$ cat src/rtl/l2_arbiter.sv
// Shares the single L2 cache bus between instruction fetch (A) and load/store (B), one transaction at a time.
// Grant is 1 cycle from IDLE; build with L2ARB_ROUND_ROBIN_EN for round-robin, otherwise B has fixed priority.
module l2_arbiter #(
    parameter int ADDR_W      = 24,
    parameter int DATA_W      = 32,
    parameter int DONE_CYCLES = 2
) (
    input  logic              clk,
    input  logic              reset,
    input  logic [ADDR_W-1:0] a_addr,
    input  logic [DATA_W-1:0] a_data,
    input  logic              a_we,
    input  logic              a_start,
    output logic [DATA_W-1:0] a_q,
    output logic              a_done,
    input  logic [ADDR_W-1:0] b_addr,
    input  logic [DATA_W-1:0] b_data,
    input  logic              b_we,
    input  logic              b_start,
    output logic [DATA_W-1:0] b_q,
    output logic              b_done,
    output logic [ADDR_W-1:0] l2_addr,
    output logic [DATA_W-1:0] l2_data,
    output logic              l2_we,
    output logic              l2_start,
    input  logic [DATA_W-1:0] l2_q,
    input  logic              l2_done
);
    typedef enum logic [1:0] {IDLE, BUSY, RELEASE} state_t;
    localparam int CNT_W = $clog2(DONE_CYCLES + 1);

    state_t            state_q, state_d;
    logic              a_start_prev_q, a_start_prev_d, b_start_prev_q, b_start_prev_d;
    logic              a_pend_q, a_pend_d, b_pend_q, b_pend_d;
    logic              owner_q, owner_d;  // 1 = port B owns / last owned the bus
    logic [ADDR_W-1:0] l2_addr_q, l2_addr_d;
    logic [DATA_W-1:0] l2_data_q, l2_data_d;
    logic              l2_we_q, l2_we_d, l2_start_q, l2_start_d;
    logic [DATA_W-1:0] a_rdata_q, a_rdata_d, b_rdata_q, b_rdata_d;
    logic [CNT_W-1:0]  a_cnt_q, a_cnt_d, b_cnt_q, b_cnt_d;
    logic              a_done_q, a_done_d, b_done_q, b_done_d;
    logic              a_req, b_req, pick_b;

    always_comb begin
        a_start_prev_d = a_start;
        b_start_prev_d = b_start;
        // A request stays live only while its start is held; a drop before grant is a flush.
        a_req = a_start & (a_pend_q | ~a_start_prev_q);
        b_req = b_start & (b_pend_q | ~b_start_prev_q);
`ifdef L2ARB_ROUND_ROBIN_EN
        pick_b = b_req & (~a_req | ~owner_q);
`else
        pick_b = b_req;
`endif
        state_d    = state_q;
        a_pend_d   = a_req;
        b_pend_d   = b_req;
        owner_d    = owner_q;
        l2_addr_d  = l2_addr_q;
        l2_data_d  = l2_data_q;
        l2_we_d    = l2_we_q;
        l2_start_d = l2_start_q;
        a_rdata_d  = a_rdata_q;
        b_rdata_d  = b_rdata_q;
        a_cnt_d    = (a_cnt_q != '0) ? a_cnt_q - CNT_W'(1) : a_cnt_q;
        b_cnt_d    = (b_cnt_q != '0) ? b_cnt_q - CNT_W'(1) : b_cnt_q;

        case (state_q)
            IDLE: begin
                if (a_req | b_req) begin
                    owner_d    = pick_b;
                    l2_addr_d  = pick_b ? b_addr : a_addr;
                    l2_data_d  = pick_b ? b_data : a_data;
                    l2_we_d    = pick_b ? b_we : a_we;
                    l2_start_d = 1'b1;
                    if (pick_b) b_pend_d = 1'b0;
                    else        a_pend_d = 1'b0;
                    state_d    = BUSY;
                end
            end
            BUSY: begin
                if (l2_done) begin
                    l2_start_d = 1'b0;
                    state_d    = RELEASE;
                    if (owner_q && b_start) begin
                        b_rdata_d = l2_q;
                        b_cnt_d   = CNT_W'(DONE_CYCLES);
                    end else if (!owner_q && a_start) begin
                        a_rdata_d = l2_q;
                        a_cnt_d   = CNT_W'(DONE_CYCLES);
                    end
                end
            end
            RELEASE: begin
                if (!l2_done) state_d = IDLE;
            end
            default: state_d = IDLE;
        endcase

        a_done_d = (a_cnt_d != '0);
        b_done_d = (b_cnt_d != '0);
    end

    always_ff @(posedge clk) begin
        if (reset) begin
            state_q        <= IDLE;
            a_start_prev_q <= 1'b0;
            b_start_prev_q <= 1'b0;
            a_pend_q       <= 1'b0;
            b_pend_q       <= 1'b0;
            owner_q        <= 1'b0;
            l2_addr_q      <= '0;
            l2_data_q      <= '0;
            l2_we_q        <= 1'b0;
            l2_start_q     <= 1'b0;
            a_rdata_q      <= '0;
            b_rdata_q      <= '0;
            a_cnt_q        <= '0;
            b_cnt_q        <= '0;
            a_done_q       <= 1'b0;
            b_done_q       <= 1'b0;
        end else begin
            state_q        <= state_d;
            a_start_prev_q <= a_start_prev_d;
            b_start_prev_q <= b_start_prev_d;
            a_pend_q       <= a_pend_d;
            b_pend_q       <= b_pend_d;
            owner_q        <= owner_d;
            l2_addr_q      <= l2_addr_d;
            l2_data_q      <= l2_data_d;
            l2_we_q        <= l2_we_d;
            l2_start_q     <= l2_start_d;
            a_rdata_q      <= a_rdata_d;
            b_rdata_q      <= b_rdata_d;
            a_cnt_q        <= a_cnt_d;
            b_cnt_q        <= b_cnt_d;
            a_done_q       <= a_done_d;
            b_done_q       <= b_done_d;
        end
    end

    assign a_q      = a_rdata_q;
    assign b_q      = b_rdata_q;
    assign a_done   = a_done_q;
    assign b_done   = b_done_q;
    assign l2_addr  = l2_addr_q;
    assign l2_data  = l2_data_q;
    assign l2_we    = l2_we_q;
    assign l2_start = l2_start_q;
endmodule

$ cat config.mk
export PLATFORM = sky130hd
export DESIGN_NAME = l2_arbiter
export DESIGN_NICKNAME = d
export VERILOG_FILES = /design/src/rtl/l2_arbiter.sv
export SDC_FILE = /design/constraint.sdc
export NUM_CORES = 1
export LEC_CHECK = 0
export CAP_MARGIN = 0
export CORE_AREA = 2 2 122 124
export DETAILED_ROUTE_END_ITERATION = 10
export DIE_AREA = 0 0 124 126
export GPL_TIMING_DRIVEN = 0
export PLACE_DENSITY = 0.79
export SETUP_SLACK_MARGIN = 0.1
export SYNTH_ARGS = -nofsm -noshare
export SYNTH_HDL_FRONTEND = slang
export SYNTH_SLANG_ARGS = --single-unit
$ cat constraint.sdc
create_clock -name clk -period 1.85 [get_ports clk]
set_input_delay 0.2775 -clock clk [delete_from_list [all_inputs] [get_ports clk]]
set_output_delay 0.2775 -clock clk [all_outputs]
set_load 0.03 [all_outputs]
# Word level (Yosys, flattened, before mapping)

Index checks and enable logic that the tools add are counted.
W data, S select, Z words.

Register bits: 135
Input bits: 151
Output and inout port bits: 124
Logic and storage cells: 69

Add/subtract/negate cells: 2
Equality and inequality tests: 5
Multiplexer cells: 24
Bitwise gates (word level): 8
Reduce and logical (&&, ||, !) cells: 14

Operators with widths:

| cell                  | count |
|---|---|
| $mux W32              | 1 |
| $mux W2               | 12 |
| $mux W24              | 1 |
| $reduce_bool A2 Y1    | 5 |
| $reduce_and A3 Y1     | 3 |
| $mux W1               | 8 |
| $ne A2 B2 Y1 const B  | 3 |
| $pmux W2 S3           | 1 |
| $reduce_and A4 Y1     | 1 |
| $sub A2 B1 Y2 const B | 2 |
| $not A1 Y1            | 3 |
| $or A1 B1 Y1          | 3 |
| $and A1 B1 Y1         | 2 |
| $eq A2 B1 Y1 const B  | 1 |
| $eq A2 B2 Y1 const B  | 1 |
| $logic_and A1 B1 Y1   | 2 |
| $logic_not A2 Y1      | 1 |
| $pmux W1 S2           | 1 |
| $reduce_and A2 Y1     | 1 |
| $logic_not A1 Y1      | 1 |

# Depth between registers and ports, before layout

Word-level depth: 7
Depth in mapped cells: 7

# Least setup slack after synthesis

Ideal clock, no wire load.

Kind: reg2reg
Start: reg state_q[0]
End: reg a_rdata_q[16], in the netlist a_q[16]
Data arrival time: 1.391 ns
Required time: 1.718 ns
Path slack: 0.326 ns
Stages on the path, launching flop included: 7
Buffers on the path: 2
Cells stage by stage: dfxtp_1 -> nand2_2 -> or4b_1 -> buf_2 -> buf_6 -> nand2_1 -> a21oi_1

Word-level cells in the longest chain between the ends: 2

Ends and longest elaborated chain:

| what                               | line | source |
|---|---|---|
| start: declaration                 | 32   | `state_t state_q, state_d;` |
| start signal: assignment           | 123  | `state_q <= state_d;` |
| $eq A2 B1 Y1                       | 68   | `case (state_q)` |
| $reduce_and A4 Y1 (no source line) | -    |  |
| end signal: assignment             | 133  | `a_rdata_q <= a_rdata_d;` |
| end: declaration                   | 39   | `logic [DATA_W-1:0] a_rdata_q, a_rdata_d, b_rdata_q, b_rdata_d;` |

Every way passes these cells.
A chain may end at the register's enable or synchronous reset.

# Worst setup path after layout

Start: reg l2_addr_q[12], in the netlist l2_addr[12]
End: out l2_addr[12]

RTL lines:

| what                     | line | source |
|---|---|---|
| start: declaration       | 36   | `logic [ADDR_W-1:0] l2_addr_q, l2_addr_d;` |
| start signal: assignment | 129  | `l2_addr_q <= l2_addr_d;` |
| end: declaration         | 22   | `output logic [ADDR_W-1:0] l2_addr,` |

No word-level cell between the ends.

==> out/metrics.yaml <==
num-fill-cells: 1199
cts_setup_buffers: 0
synth_edf_count: 0
worst_pin_slew_ns: 0.625
via_per_inst: 5.08
setup_viol: 0
pin_count: 275
dr.first_iter.drc_count: 245
gr-total-overflow: 0
port-buffer-count: 272
grt_max_degree: 17
final.period_utilization_pct: 92.9
cts_max_level: 4
place_inst: 1112
period_minus_slack_ns: 1.72
root_buffer: "clkbuf_16"
timing.rr.start: "a_pend_q"
num_vias: 5815
async_reset_ff_share_pct: 0
coreArea_um2: 14300
grt_pass1_vias: 5668
peakVddDrop_mv: 0.621
ys_top_cells_by_area: "dfxtp_1, mux2i_1, nand2_1, a221oi_1, nand3b_1"
ant_nets: 0
drt-total-wl_mm: 19.2
syn_avg_cell_area_um2: 8.83
cts_buffers: 17
grt_usage_pct: 24.4
clk_pin_slew_ns: 0.06
die_width_um: 124
dr.pass1.iters: 5
worst-endpoint-arrival_ns: 1.44
synth_nets: 807
yosysMostFrequentCell: "dfxtp_1"
fp-row-count: 44
seq_area_um2: 2700
clockBufferDepth: 2
die_height_um: 126
syn_area_um2: 5790
drv_slew: 0
synth_warnings: 0
yosys-top-cells-count: "dfxtp_1, nand2_1, a21oi_1, inv_1"
crit_start: "l2_addr[12]"
synthFlopType: "dfxtp_1"
min_path_type: "in2reg"
synth-seq-area-share_pct: 46.7
path_class: "reg2out"
synthDominantCellAreaShare_pct: 46.7
synthCells: 656
finalHoldViolations: 0
drive_gt1_share_pct: 8.33
path_cells: "clkdlybuf4s50_1"
antennaDiodeCount: 0
rsz0062_at_grt: "yes"
drc: 0
worstSkewPairLatency_ns: 0.42
ys_ff_latch: 135
skew_ns: 0.00861
p_leak_nw: 4.56
cts_tree: "yes"
cp_top_family: "buffers and inverters"
grt_pass1_wl_mm: 29.2
place.gp.congestion: 0.822
cts_num_sinks: 135
path_buf_inv: 1
hpwl_mm: 14.3
areaGrowthSynthToFinish_pct: 63.4
finalNetCount: 1098
powerDensity_nw_per_um2: 877
cp.required_ns: 1.57
antenna_found_initial: 0
synth.distinct_cells: 32
synth_top_area_cell: "dfxtp_1"
max_cap_violations: 0
crit_fanout: 2
cp-end-kind: "output port"
multi_input_area_um2: 2580
layout.cells.non_filler: 1144
status: "finished, final reports clean"
slowest_delay_ns: 0.70
design.die.area_um2: 15600
max_freq_mhz: 582
initial_core_util_pct: 40.5
cpMaxStageDelayCell: "clkdlybuf4s50_1"
hp-start: "a_start"
relSlewSlack_pct: 58.4
cts.hold.buffers_added: 0
fin_tns_setup_ns: 0
wl_per_cell_um: 16.7
critPathLaunchType: "flop"
-- final cells by class --
type	instances	area share, %
buffer	63	3.44
clock buffer	17	4.50
clock inverter	15	1.39
inverter	59	2.34
multi-input combinational	399	27.3
sequential	135	28.6
tap	184	2.43
timing repair buffer	272	30.0
-- placed cells by master, fill, tap and decap left out, drive strengths merged, types with 3 or more instances in the layout --
cell and instances:
clkinvlp 4, nor4b 3, clkdlybuf4s50 196, inv 68, dlymetal6s2s 57, clkbuf 57
nor2 7, dfxtp 135, buf 23, a21oi 67, mux2i 57, nand3b 57
dlygate4sd2 19, nand2 134, a221oi 57
-- worst register-to-register path, stage by stage, from the launching register on --
cell,delay [ns]
dfxtp_1,0.31
nand2b_1,0.09
clkbuf_2,0.19
nand2_1,0.11
a21o_1,0.25
buf_6,0.17
buf_6,0.15
a221oi_1,0.32
-- path summary, 6_finish.rpt --
kind / end / slack [ns] / cells past startpoint
worst max-delay path: l2_addr[12] / 0.13 / 1
worst min-delay path: a_pend_q / 0.29 / 3
worst max register to register: l2_addr[9] / 0.16 / 7
worst min register to register: b_cnt_q[0] / 0.43 / 1
-- sequential cells by signal (all words and copies together), names as in the netlist --
name	flops
l2_data	32
b_done	1
b_q	32
b_cnt_q	2
a_pend_q	1
owner_q	1
b_pend_q	1
l2_addr	24
l2_start	1
a_done	1
a_cnt_q	2
state_q	2
l2_we	1
a_q	32
a_start_prev_q	1
b_start_prev_q	1
-- layer usage --
| metal | up-vias | part of all wire, % | wire (µm) | track usage, % |
|---|---|---|---|---|
| li1 | 2838 | - | - | - |
| met1 | 2716 | 39 | 7480 | 27.6 |
| met2 | 239 | 49 | 9450 | 42.0 |
| met3 | 22 | 9.8 | 1890 | 9.78 |
| met4 | 0 | 1.8 | 342 | 7.40 |
| met5 | - | 0 | 0 | 0 |
-- repair_timing --
item,in CTS,in global routing
gates resized for setup,27,76
gates cloned,0,0
endpoints found under the setup margin,57,142
pin swaps,0,0
endpoints found under the hold margin,0,0
-- cells by family after synthesis --
family,after synthesis,synth area share (%)
and+or+nand+nor,211,18.5
DFF,135,46.7
AOI/OAI and AO/OA,130,15.8
buffers and inverters,122,9.03
muxes,57,9.85
xor gates and xnor gates,1,0.151
-- per-stage QoR --
stage / power (mW) / worst slack, ns / cell area (µm²) / hold WS (ns) / utilization [%]
2_1_floorplan: 4.27 / 0.326 / 5790 / 0.400 / -
3_3_place_gp: 5.17 / -0.258 / 8740 / 0.406 / 61.1
3_5_place_dp: 5.18 / -0.323 / 8740 / 0.411 / 61.1
4_1_cts: 8.34 / 0.100 / 9290 / 0.279 / 64.9
5_1_grt: 8.61 / 0.0631 / 9460 / 0.316 / 66.1
6_report: 8.29 / 0.132 / 9460 / 0.285 / 66.1
-- power breakdown --
group          total (mW)  internal, mW  leakage [nW]  switching [mW]
logic                1.88         0.856          3.19            1.02
clock network        3.20          1.76         0.262            1.44
registers            3.21          3.11          1.10           0.106
total                8.29          5.73          4.56            2.57
Power figures use the tool's default switching activity.
